### src/rtl/sigmoid_grad_pipe.sv
`default_nettype none
// ============================================================================
// Module   : sigmoid_grad_pipe
// Brief    : Sigmoid backward pass, dx = g * y * (1 - y), signed Q6.9 data,
//            two-stage pipeline with valid/ready handshakes on both sides.
// Revision : 1.0 - initial release
// ============================================================================
module sigmoid_grad_pipe (
   input  logic        clk,
   input  logic        rst,
   input  logic        in_valid,
   output logic        in_ready,
   input  logic [15:0] y_in,
   input  logic [15:0] g_in,
   output logic        out_valid,
   input  logic        out_ready,
   output logic [15:0] dx,
   output logic        out_clamp,
   output logic [15:0] xfer_cnt
);

   localparam logic [9:0]         c_one  = 10'h200;   // 1.0 in Q9
   localparam logic [16:0]        c_rnd1 = 17'd256;   // half LSB after >> 9
   localparam logic signed [24:0] c_rnd2 = 25'sd256;

   // pipeline state
   logic                v1_q, v1_d;
   logic                v2_q, v2_d;
   logic [7:0]          d_q, d_d;
   logic [15:0]         g_q, g_d;
   logic                clamp1_q, clamp1_d;
   logic [15:0]         dx_q, dx_d;
   logic                clamp2_q, clamp2_d;
   logic [15:0]         cnt_q, cnt_d;

   // combinational datapath
   logic                w_e1, w_e2;
   logic                w_y_neg, w_y_over;
   logic [9:0]          w_yc, w_om;
   logic [19:0]         w_prod1;
   logic [16:0]         w_sum1;
   logic [7:0]          w_d;
   logic signed [24:0]  w_prod2, w_sum2;
   logic [15:0]         w_dx;
   logic                w_unused;

   // Ready chain: a stage can load when empty or when the stage after it moves.
   assign w_e2     = ~v2_q | out_ready;
   assign w_e1     = ~v1_q | w_e2;
   assign in_ready = w_e1;

   // Stage-1 math: clamp y into [0, 1.0] and form d = round(y * (1 - y)).
   always_comb begin
      w_y_neg  = y_in[15];
      w_y_over = ~y_in[15] & (y_in[14:0] > 15'h0200);
      if (w_y_neg) begin
         w_yc = '0;
      end else if (w_y_over) begin
         w_yc = c_one;
      end else begin
         w_yc = y_in[9:0];
      end
      w_om    = c_one - w_yc;
      w_prod1 = {10'b0, w_yc} * {10'b0, w_om};
      // yc*om peaks at 0x10000, so bit 16 is the top live bit
      w_sum1  = w_prod1[16:0] + c_rnd1;
      w_d     = w_sum1[16:9];
   end

   // Stage-2 math: signed g times unsigned d, rounded half-up back to Q9.
   always_comb begin
      w_prod2 = $signed({{9{g_q[15]}}, g_q}) * $signed({17'b0, d_q});
      w_sum2  = w_prod2 + c_rnd2;
      w_dx    = w_sum2[24:9];
   end

   // Discarded fraction bits and the always-zero top of the stage-1 product.
   assign w_unused = ^{w_prod1[19:17], w_sum1[8:0], w_sum2[8:0]};

   // Next-state: stages load on their enable, bubbles collapse, count transfers.
   always_comb begin
      v1_d     = v1_q;
      d_d      = d_q;
      g_d      = g_q;
      clamp1_d = clamp1_q;
      v2_d     = v2_q;
      dx_d     = dx_q;
      clamp2_d = clamp2_q;
      cnt_d    = cnt_q;
      if (w_e1) begin
         v1_d = in_valid;
         if (in_valid) begin
            d_d      = w_d;
            g_d      = g_in;
            clamp1_d = w_y_neg | w_y_over;
         end
      end
      if (w_e2) begin
         v2_d = v1_q;
         if (v1_q) begin
            dx_d     = w_dx;
            clamp2_d = clamp1_q;
         end
      end
      if (v2_q & out_ready) begin
         cnt_d = cnt_q + 16'd1;
      end
   end

   // State registers; reset drops anything in flight.
   always_ff @(posedge clk or negedge rst) begin
      if (!rst) begin
         v1_q     <= 1'b0;
         d_q      <= '0;
         g_q      <= '0;
         clamp1_q <= 1'b0;
         v2_q     <= 1'b0;
         dx_q     <= '0;
         clamp2_q <= 1'b0;
         cnt_q    <= '0;
      end else begin
         v1_q     <= v1_d;
         d_q      <= d_d;
         g_q      <= g_d;
         clamp1_q <= clamp1_d;
         v2_q     <= v2_d;
         dx_q     <= dx_d;
         clamp2_q <= clamp2_d;
         cnt_q    <= cnt_d;
      end
   end

   assign out_valid = v2_q;
   assign dx        = dx_q;
   assign out_clamp = clamp2_q;
   assign xfer_cnt  = cnt_q;

endmodule
`default_nettype wire

### config.mk
export PLATFORM = sky130hd
export DESIGN_NAME = sigmoid_grad_pipe
export DESIGN_NICKNAME = d
export VERILOG_FILES = /design/src/rtl/sigmoid_grad_pipe.sv
export SDC_FILE = /design/constraint.sdc
export NUM_CORES = 1
export LEC_CHECK = 0
export ABC_AREA = 1
export CAP_MARGIN = 10
export CORE_MARGIN = 4
export CORE_UTILIZATION = 45
export CTS_BUF_LIST = sky130_fd_sc_hd__clkbuf_8
export DETAILED_ROUTE_END_ITERATION = 12
export PLACE_DENSITY = 0.6
export SKIP_CTS_REPAIR_TIMING = 1
export SLEW_MARGIN = 20
export SYNTH_ARGS = -nofsm -noshare
export SYNTH_HDL_FRONTEND = slang
export SYNTH_SLANG_ARGS = --single-unit
### constraint.sdc
create_clock -name clk -period 15.25 [get_ports clk]
set_clock_uncertainty 0.05 [all_clocks]
set_input_delay 1.525 -clock clk [delete_from_list [all_inputs] [get_ports clk]]
set_output_delay 1.525 -clock clk [all_outputs]
set_load 0.05 [all_outputs]
After elaboration in Yosys (flattened, before gate mapping)
Index checks and enable logic that the tools add are counted.

cells by class
  $add $sub $neg = 4
  multipliers = 2
  magnitude comparators = 1
  muxes and demuxes = 2
  bitwise gates (word level) = 8
  reductions and logical operators = 2

operator list
  cell                      count
  $add A25 B10 Y25 const B  1
  $mul A16 B9 Y25           1
  $mux W10                  2
  $add A17 B9 Y17 const B   1
  $mul A10 B10 Y17          1
  $add A16 B1 Y16 const B   1
  $gt A15 B10 Y1 const B    1
  $sub A10 B10 Y10 const A  1
  $reduce_and A2 Y1         2
  $not A1 Y1                3
  $or A1 B1 Y1              3
  $and A1 B1 Y1             2

storage, ports and cells
  flip-flop bits (word level) = 60
  output and inout port bits = 35
  logic and storage cells = 27

Depth between registers and ports, before layout
  word-level depth = 7
  mapped depth = 34
  gate-level depth less buffers = 34

Worst setup path after synthesis
OpenSTA, ideal clock, no wires.

  path type = in2reg
  from = in y_in[11]
  to = reg d_q[7]
  arrival time = 7.031 ns
  data required time = 15.082 ns
  setup slack = 8.051 ns
  stages = 31
  path buffers = 0
  path through = or2_1 nor3_1 nand4_1 a21oi_4 nand2_1 ha_1 nand3_1 inv_1 ha_1 inv_1 nand2_1 fa_1 inv_1 fa_1 inv_1 fa_1 inv_1 fa_1 inv_1 fa_1 inv_1 ha_1 nand2_1 o21ai_0 a21oi_1 nand2_1 nand2_1 nand2_1 nand2_1 nand3_1 nand2_1

between the ends
  cells in the longest elaborated chain, start to end = 7

ends and longest elaborated chain
  item                    RTL line  RTL
  start: declaration      13        input logic [15:0] y_in,
  $gt A15 B10 Y1 *        55        w_y_over = ~y_in[15] & (y_in[14:0] > 15'h0200);
  $and A1 B1 Y1 *         55
  $mux W10 *              58        end else if (w_y_over) begin
  $mux W10 *              56        if (w_y_neg) begin
  $sub A10 B10 Y10        63        w_om = c_one - w_yc;
  $mul A10 B10 Y17 *      64        w_prod1 = {10'b0, w_yc} * {10'b0, w_om};
  $add A17 B9 Y17 *       66        w_sum1 = w_prod1[16:0] + c_rnd1;
  end signal: assignment  114       d_q <= '0;
  end signal: assignment  123       d_q <= d_d;
  end: declaration        29        logic [7:0] d_q, d_d;

Every way passes the cells marked *; elsewhere a longest branch is shown, timed or not.
A chain may end at the register's enable or synchronous reset.

Worst setup path after layout
  from = in y_in[2]
  to = reg d_q[7]

between the ends
  cells in the longest elaborated chain, start to end = 7

ends and longest elaborated chain
  item                RTL line
  $gt A15 B10 Y1      55
  $and A1 B1 Y1       55
  $mux W10 *          58
  $mux W10 *          56
  $sub A10 B10 Y10    63
  $mul A10 B10 Y17 *  64
  $add A17 B9 Y17 *   66

Marked as above.

==> summary.txt <==
via-per-instance ratio = 4.764
Final Critical Period = 7.770 ns
most frequent cell after synthesis = nand2_1
DIE AREA = 26400 um^2
Die Ht = 162.5 um
CTS buffer count = 9
P_leak = 7.039 nW
grt ovf = 0
Setup violations, final = 0
Detailed Route WL = 25770 um
most frequent CP cell = nand2_1
Overall Global Routing Usage = 0.2124
non-filler cells in the finished layout = 1802
area leader, netlist = fa_1
max-slew violation count = 0
RSZ-0062 raised after global routing = false
TritonCTS sink count = 60
Final Util = 0.5069
vias = 8585
Critical Path End Type = flop
CP Class = primary input to flop
Final HPWL DP = 21680 um
PD cells = 194.4 nW/um^2
Placed Cells = 1787
Starting Density = 0.4576
Async SR Flop Fraction = 1.000
Min Hold Slack = 0.4214 ns
Final GP Congestion = 0.9047
Final ANT Viol Nets = 0
post-route cell area = 11900 um^2
fmax = 128.7 MHz
status = finished, final reports clean
core area = 23470 um^2
Most used DFF post-synth = dfrtp_1
H-Tree Depth = 3
Routed WL per cell = 14.30 um
worst skew pair latency = 0.36 ns
Slew @ Worst Pin = 0.8030 ns
vias in the first global route = 9351
CP arrival = 7.97 ns
# fillers = 2404
placed inst area = 11720 um^2
area share of the largest cell type after synthesis = 0.3038
Slew headroom = 0.4647
Max VDD drop = 0.0001414 V
drt initial violations = 353
Max-Cap Viols = 0
Setup TNS = 0 ns
largest net degree at the start of global routing = 61
commonest cells in the netlist = nand2_1 (393), inv_1 (374), fa_1 (163)
DR pass1 iterations = 5
Fin. Hold Viols = 0
ratio of final minimum period to clock period = 0.5095
number of synthesized flops with an enable pin = 0
Row Count = 56
CP max-delay cell = fa_1
synthesis-to-finish area growth = 10.78%
synthesized area = 10740 um^2
register area share after synthesis = 0.1398
NumNets Final = 1793
clk buf depth = 2
Crit Path Max Fanout = 9
Max stage delay on crit path = 0.54 ns
die width = 162.5 um
Synth cell types = 35
CTS tree = done
Inserted Diodes = 0
layout cells sized above 1 = 0.01955
Syn Area/Cell = 7.516 um^2
Clk pin slew, worst setup/hold paths = 0.07 ns
clk root buf = clkbuf_8
Ys Warns = 0
main area contributors after synthesis = fa_1 (30%), dfrtp_1 (14%), nand2_1 (14%)
Hold/Removal Path Class = flop to flop
Seq. cell area = 1501 um^2
initial antenna violation count = 0
Req. time, crit path = 15.45 ns
drt drc = 0
Mapped Cells = 1429
Port Buffer Count = 70
area of the multi-input gates = 7702 um^2
Synth Register Bits = 60
IO Pins = 71
global-route wire length before repair = 45420 um
startpoint types = primary input
==> stage by stage <==
step	total power [W]	setup WS, ns
6_report	0.002313	7.480
5_1_grt	0.002645	6.952
3_3_place_gp	0.002180	7.256
4_1_cts	0.002347	7.502
2_1_floorplan	0.001700	8.051
3_5_place_dp	0.002189	7.108
==> power breakdown <==
| part | internal (W) | switching, W |
|---|---|---|
| combinational | 0.000706 | 0.00120 |
| sequential | 0.000205 | 0.0000650 |
| clock | 0.0000664 | 0.0000707 |
==> critical path, delay by kind of cell <==
family	cells	cell delay (ns)
compound gates	3	0.70
simple gates	12	1.41
buf+inv	8	0.87
fa+ha+maj	8	3.43
==> metal layers <==
metal / global-route usage / part of all wire
met1: 0.2841 / 0.47
met2: 0.3725 / 0.49
met3: 0.01974 / 0.024
met4: 0.05498 / 0.020
met5: 0 / 0
==> layout make-up <==
| type | instances | share of cell area |
|---|---|---|
| clock buffers | 11 | 0.01272 |
| flip-flops and latches | 60 | 0.1262 |
| well taps | 319 | 0.03355 |
| multi-input cells | 961 | 0.6474 |
| inverters | 375 | 0.1183 |
| clock inverters | 4 | 0.002103 |
| repair buffers | 72 | 0.05973 |
==> cell usage in the layout, fill, tap and decap left out, types with 12 or more instances in the layout <==
cell type / n
nand2_1: 393
inv_1: 374
fa_1: 163
ha_1: 115
nor2_1: 92
clkdlybuf4s50_1: 69
dfrtp_1: 60
nand3_1: 57
o21ai_0: 27
a21oi_1: 26
xnor2_1: 15
xor2_1: 13
nor3_1: 12
==> logic make-up (layout without fill, tap and decap cells) <==
kind of cell,after synthesis,in the layout,share of synthesized area
xor+xnor,28,28,0.02283
simple gates,581,581,0.2197
buf+inv,414,462,0.1452
compound gates,66,66,0.03402
flops,60,60,0.1398
other cells,2,8,0.0006992
fa+ha+maj,278,278,0.4378
==> registers in the layout, summed over array words and instances (netlist names) <==
register   count
dx            16
g_q           16
xfer_cnt      16
d_q            8
clamp1_q       1
out_clamp      1
out_valid      1
v1_q           1
==> worst paths after layout <==
path                               from            to  slack, ns  cells past startpoint
setup / recovery                y_in[2]        d_q[7]       7.48                     31
hold / removal             xfer_cnt[15]  xfer_cnt[15]       0.42                      1
setup reg to reg                 d_q[0]        dx[13]       9.68                     17
hold reg to reg            xfer_cnt[15]  xfer_cnt[15]       0.42                      1
max in group asynchronous           rst       g_q[11]      13.32                      2
min in group asynchronous           rst         dx[1]       1.26                      2
(Power assumes the default switching activity.)
